$ cat config.mk
export PLATFORM = sky130hd
export DESIGN_NAME = data_mem_arbiter
export DESIGN_NICKNAME = d
export VERILOG_FILES = /design/src/rtl/data_mem_arbiter.sv
export SDC_FILE = /design/constraint.sdc
export NUM_CORES = 1
export LEC_CHECK = 0
export BUFFER_PORTS_ARGS = -buffer_cell sky130_fd_sc_hd__buf_2
export CORE_UTILIZATION = 44
export DETAILED_ROUTE_END_ITERATION = 10
export PLACE_DENSITY = 0.82
export SLEW_MARGIN = 5
export SYNTH_ARGS = -nofsm -noshare
export SYNTH_HDL_FRONTEND = slang
export SYNTH_SLANG_ARGS = --single-unit
$ cat constraint.sdc
create_clock -name clock -period 2.55 [get_ports clock]
set_input_delay 0.765 -clock clock [delete_from_list [all_inputs] [get_ports clock]]
set_output_delay 0.765 -clock clock [all_outputs]
set_load 0.01 [all_outputs]
$ cat src/rtl/data_mem_arbiter.sv
// data_mem_arbiter: shares a single-port data memory between port A (CPU) and
// port B (debug/DMA) with a req/gnt handshake and round-robin tie-breaking.
// Optional build macro DMEM_ARB_FIXED_PRIO_EN: port A always wins a tie.
module data_mem_arbiter #(
    parameter int unsigned ADDR_W = 12,
    parameter int unsigned DATA_W = 16
) (
    input  logic              clock,
    input  logic              reset,
    input  logic              req_a,
    input  logic              we_a,
    input  logic [ADDR_W-1:0] addr_a,
    input  logic [DATA_W-1:0] wdata_a,
    output logic              gnt_a,
    output logic              rvalid_a,
    input  logic              req_b,
    input  logic              we_b,
    input  logic [ADDR_W-1:0] addr_b,
    input  logic [DATA_W-1:0] wdata_b,
    output logic              gnt_b,
    output logic              rvalid_b,
    output logic [DATA_W-1:0] rdata,
    output logic [ADDR_W-1:0] mem_addr,
    output logic [DATA_W-1:0] mem_wdata,
    output logic              mem_rw,
    input  logic [DATA_W-1:0] mem_rdata
);

    typedef enum logic [1:0] {
        IDLE   = 2'd0,
        ACCESS = 2'd1,
        RESP   = 2'd2
    } state_t;

`ifdef DMEM_ARB_FIXED_PRIO_EN
    localparam bit FIXED_PRIO = 1'b1;
`else
    localparam bit FIXED_PRIO = 1'b0;
`endif

    state_t state;
    logic   last_b;   // 1: port B received the most recent grant
    logic   win_b;    // port owning the access in flight
    logic   pick_b;   // arbitration result for the current IDLE cycle

    // Read data comes straight from the memory's output register
    assign rdata = mem_rdata;

    // B wins when alone, or on a tie when A was served last (round-robin only)
    always_comb begin
        pick_b = req_b && (!req_a || (!FIXED_PRIO && !last_b));
    end

    // Arbiter FSM; every output except rdata is a register
    always_ff @(posedge clock) begin
        if (reset) begin
            state     <= IDLE;
            gnt_a     <= 1'b0;
            gnt_b     <= 1'b0;
            rvalid_a  <= 1'b0;
            rvalid_b  <= 1'b0;
            mem_rw    <= 1'b1;
            mem_addr  <= '0;
            mem_wdata <= '0;
            last_b    <= 1'b1;
            win_b     <= 1'b0;
        end else begin
            case (state)
                IDLE: begin
                    if (req_a || req_b) begin
                        win_b     <= pick_b;
                        last_b    <= pick_b;
                        gnt_a     <= !pick_b;
                        gnt_b     <= pick_b;
                        mem_addr  <= pick_b ? addr_b  : addr_a;
                        mem_wdata <= pick_b ? wdata_b : wdata_a;
                        mem_rw    <= pick_b ? !we_b   : !we_a;
                        state     <= ACCESS;
                    end else begin
                        mem_rw <= 1'b1;
                    end
                end
                ACCESS: begin
                    // mem_rw still reflects the operation performed at this edge
                    gnt_a  <= 1'b0;
                    gnt_b  <= 1'b0;
                    mem_rw <= 1'b1;
                    if (mem_rw) begin
                        rvalid_a <= !win_b;
                        rvalid_b <= win_b;
                        state    <= RESP;
                    end else begin
                        state <= IDLE;
                    end
                end
                RESP: begin
                    rvalid_a <= 1'b0;
                    rvalid_b <= 1'b0;
                    state    <= IDLE;
                end
                default: begin
                    state <= IDLE;
                end
            endcase
        end
    end

endmodule

-- Word-level counts from Yosys, hierarchy flattened
Index checks and enable logic that the tools add are counted.
- register bits: 37
- output and inout bits: 49
- mux-type cells: 16
- reduce and logical (&&, ||, !) cells: 15
- eq/ne operators: 4
- operators with widths (cell ; number):
    2-to-1 mux 16 bit ; 1
    2-to-1 mux 12 bit ; 1
    case mux 1 bit (2 select lines) ; 5
    zero test 1 bit ; 6
    2-to-1 mux 1 bit ; 6
    AND reduction 2 bit ; 3
    2-to-1 mux 2 bit ; 2
    inequality test 2 bit, second input constant ; 2
    case mux 2 bit (2 select lines) ; 1
    nonzero test 2 bit ; 2
    == test 2 x 1 -> 1 bit, second input constant ; 1
    == test 2 bit, second input constant ; 1
    zero test 2 bit ; 1
    logical OR 1 bit ; 2
    logical AND 1 bit ; 1

-- Depth between registers and ports, before layout
- depth after elaboration: 6
- gate-level depth with buffers: 6

-- Worst setup path before layout
OpenSTA, ideal clock, no wires.
- kind: input port to output port
- from: input mem_rdata[0]
- to: output rdata[0]
- arrival: 0.884 ns
- required time: 1.785 ns
- path slack: 0.901 ns
- stages: 1
- cells stage by stage: buf_4
- RTL lines (item ; line ; RTL):
    from (decl) ; 26 ; input logic [DATA_W-1:0] mem_rdata
    to (decl) ; 22 ; output logic [DATA_W-1:0] rdata,
No word-level cell between the ends.

-- Worst setup path after layout
- from: input req_b
- to: register mem_addr[11]
- word-level cells in the longest chain between the ends: 2
- elaborated cells on any way between the ends: 4
- RTL lines (item ; line ; RTL):
    from (decl) ; 16 ; input logic req_b,
    logical AND 1 bit / logical OR 1 bit (equally long branches) ; 51, 70 ;
    2-to-1 mux 12 bit / AND reduction 2 bit (equally long branches) ; - ;
    to (signal assigned) ; 75 ; mem_addr <= pick_b ? addr_b : addr_a;
    to (decl) ; 23 ; output logic [ADDR_W-1:0] mem_addr,
Several ways; a longest one is shown, not always the timed one.
A chain may end at the register's enable or synchronous reset.

==> reports/results.tsv <==
metric	value	unit
total CTS buffers	5	
DRC	0	
vias in the first global route	1766	
syn avg cell area	8.23	µm²
initial antenna violation count	0	
maximum vdd ir drop	325	µV
P&R area growth vs syn	24.4	%
input/output buffers	94	
TritonCTS clock tree	yes	
largest net degree at the start of global routing	38	
max_slew headroom	0.308	
sequential share of the synthesized area	0.404	
status	complete, no violations	
number of vias per cell	5.79	
post-synthesis instance total	223	
CP max-delay cell	nor2_2	
Via Count	1952	
post-layout util	0.571	
P_leak	0.973	nW
Diodes inserted	0	
final cycle utilization of the critical path	0.731	
Final #Nets	365	
setup ws final	685	ps
syn_nets	301	
CP peak stage delay	800	ps
Worst setup SP type	input port	
Placed Area	2180	µm²
clock root cell	clkbuf_8	
dpl ws	398	ps
fill cell total of the finished layout	382	
most frequent cells in the layout	94 x buf_2, 37 x dfxtp_1, 32 x nand3_1	
hold slack	480	ps
full die area	4430	µm²
Yosys reg bits	37	
post-synth cell types	24	
Layout Skew	7.53	ps
Crit path max-delay family	simple AND/OR/NAND/NOR gates	
proportion of layout cells with a drive suffix above 1	0.383	
critical path class	input port to flip-flop	
maximum clock path buffer count	2	
worst skew pair latency	290	ps
Reg clk slew, reported paths	70	ps
All-Layer GR Usage	0.231	
Final Max Slew Viols	0	
FMAX	0.536	GHz
first-pass GRT wire length	7820	µm
Worst Path Buf+Inv	1	
Die X	66.6	µm
Post-CTS Setup Inserts	0	
Post-CTS Hold Fix Bufs	0	
final hold violations	0	
# clock sinks	37	
Critical Path End Type	flip-flop	
data arrival time of the critical path	2070	ps
commonest non-fill, non-tap cell in the layout	buf_2	
first-pass iteration count of the detailed router	4	
hpwl dp	3330	µm
pwr dens	649	nW/µm²
cell row count	23	
DR iter-0 viols	142	
Core Area	4000	µm²
final critical-path required period	1870	ps
Crit Path Max Fanout	31	
unrepaired setup endpoints after global routing	false	
Post-Syn Area	1840	µm²
CP Cell Sequence	buf_2, nor2_2, o21ai_0, a31oi_1	
# H-tree levels	2	
Finished Cell Area	2280	µm²
Worst EP required	2760	ps
Initial Utilization	0.459	
# setup viols final	0	
post-route ant nets	0	
final wirelength	4980	µm
post-cts repair resize count	0	
Avg WL per Cell	14.8	µm
Synth warnings	0	
total grt overflow	0	
setup TNS	0	ps
Worst Hold Class	flip-flop to flip-flop	
GP Congestion	0.787	
worst slew pin tran	1040	ps
Top-Level Pins	127	
Die H	66.6	µm
maxcap violations	0	
==> where the power goes <==
part / switching (W) / internal (W) / total, W
Sequential: 0.0000327 / 0.000631 / 0.000664
Combinational: 0.000186 / 0.000141 / 0.000328
Clock: 0.000205 / 0.000284 / 0.000490
==> cells by family after synthesis <==
kind of cell    count (synthesis)  share of synthesized area
simple gates                   74                      0.232
compound gates                 69                      0.213
buf+inv                        42                      0.145
flops                          37                      0.404
mux                             1                    0.00613
==> worst reg2reg max path: stages, from the launching register on <==
cell	delay (ps)
dfxtp_1	530
or2_1	460
buf_4	290
o21ai_0	120
a31oi_1	170
==> final cells by class <==
type                    instances  area (µm²)  share of cell area
clock buffers                   5        68.8              0.0301
clock inverters                 2        35.0              0.0153
multi-input cells             144         831               0.364
flip-flops and latches         37         741               0.324
well taps                      50        62.6              0.0274
repair buffers                 99         546               0.239
==> metrics by stage <==
stage               total power (W)  instances
floorplan                  0.000901        223
global placement           0.000997        330
detailed placement          0.00100        330
CTS                         0.00149        337
global route                0.00156        337
finish                      0.00148        337
==> worst paths after layout <==
kind / endpoint / startpoint / cells after the start / slack [ps]
setup / recovery: mem_addr[11] / req_b / 4 / 680
hold / removal: gnt_a / gnt_a / 2 / 480
setup reg to reg: mem_wdata[0] / state[0] / 4 / 910
hold reg to reg: gnt_a / gnt_a / 2 / 480
==> per-layer routing <==
metal,GRT usage,share of wire,up-vias
met5,0,0,-
met4,0.128,0.018,0
met3,0.0479,0.069,13
met2,0.367,0.48,82
met1,0.288,0.43,906
li1,-,-,951
==> synthesized netlist by cell type <==
cell | n | area, µm²
nor2_1 | 1 | 3.75
a21oi_1 | 6 | 30.0
nand3_1 | 32 | 160
nor3b_1 | 2 | 15.0
nand2_1 | 1 | 3.75
a21boi_2 | 1 | 11.3
or2_1 | 1 | 6.26
mux2_2 | 1 | 11.3
nand2b_1 | 4 | 25.0
nor3_1 | 2 | 10.0
a31oi_1 | 28 | 175
dfxtp_1 | 37 | 741
clkbuf_2 | 3 | 15.0
clkbuf_1 | 9 | 33.8
a21o_1 | 2 | 15.0
buf_6 | 3 | 33.8
nand3b_1 | 2 | 15.0
buf_1 | 1 | 3.75
nand4_1 | 28 | 175
nor2_4 | 1 | 11.3
buf_4 | 20 | 150
o21ai_1 | 5 | 25.0
o21ai_0 | 27 | 135
buf_2 | 6 | 30.0
==> sequential cells by signal, summed over array words and instances (netlist names) <==
signal     flops
mem_rw         1
last_b         1
gnt_a          1
mem_addr      12
win_b          1
rvalid_a       1
rvalid_b       1
mem_wdata     16
state          2
gnt_b          1
Note: power is estimated with default switching activity, not from simulation.
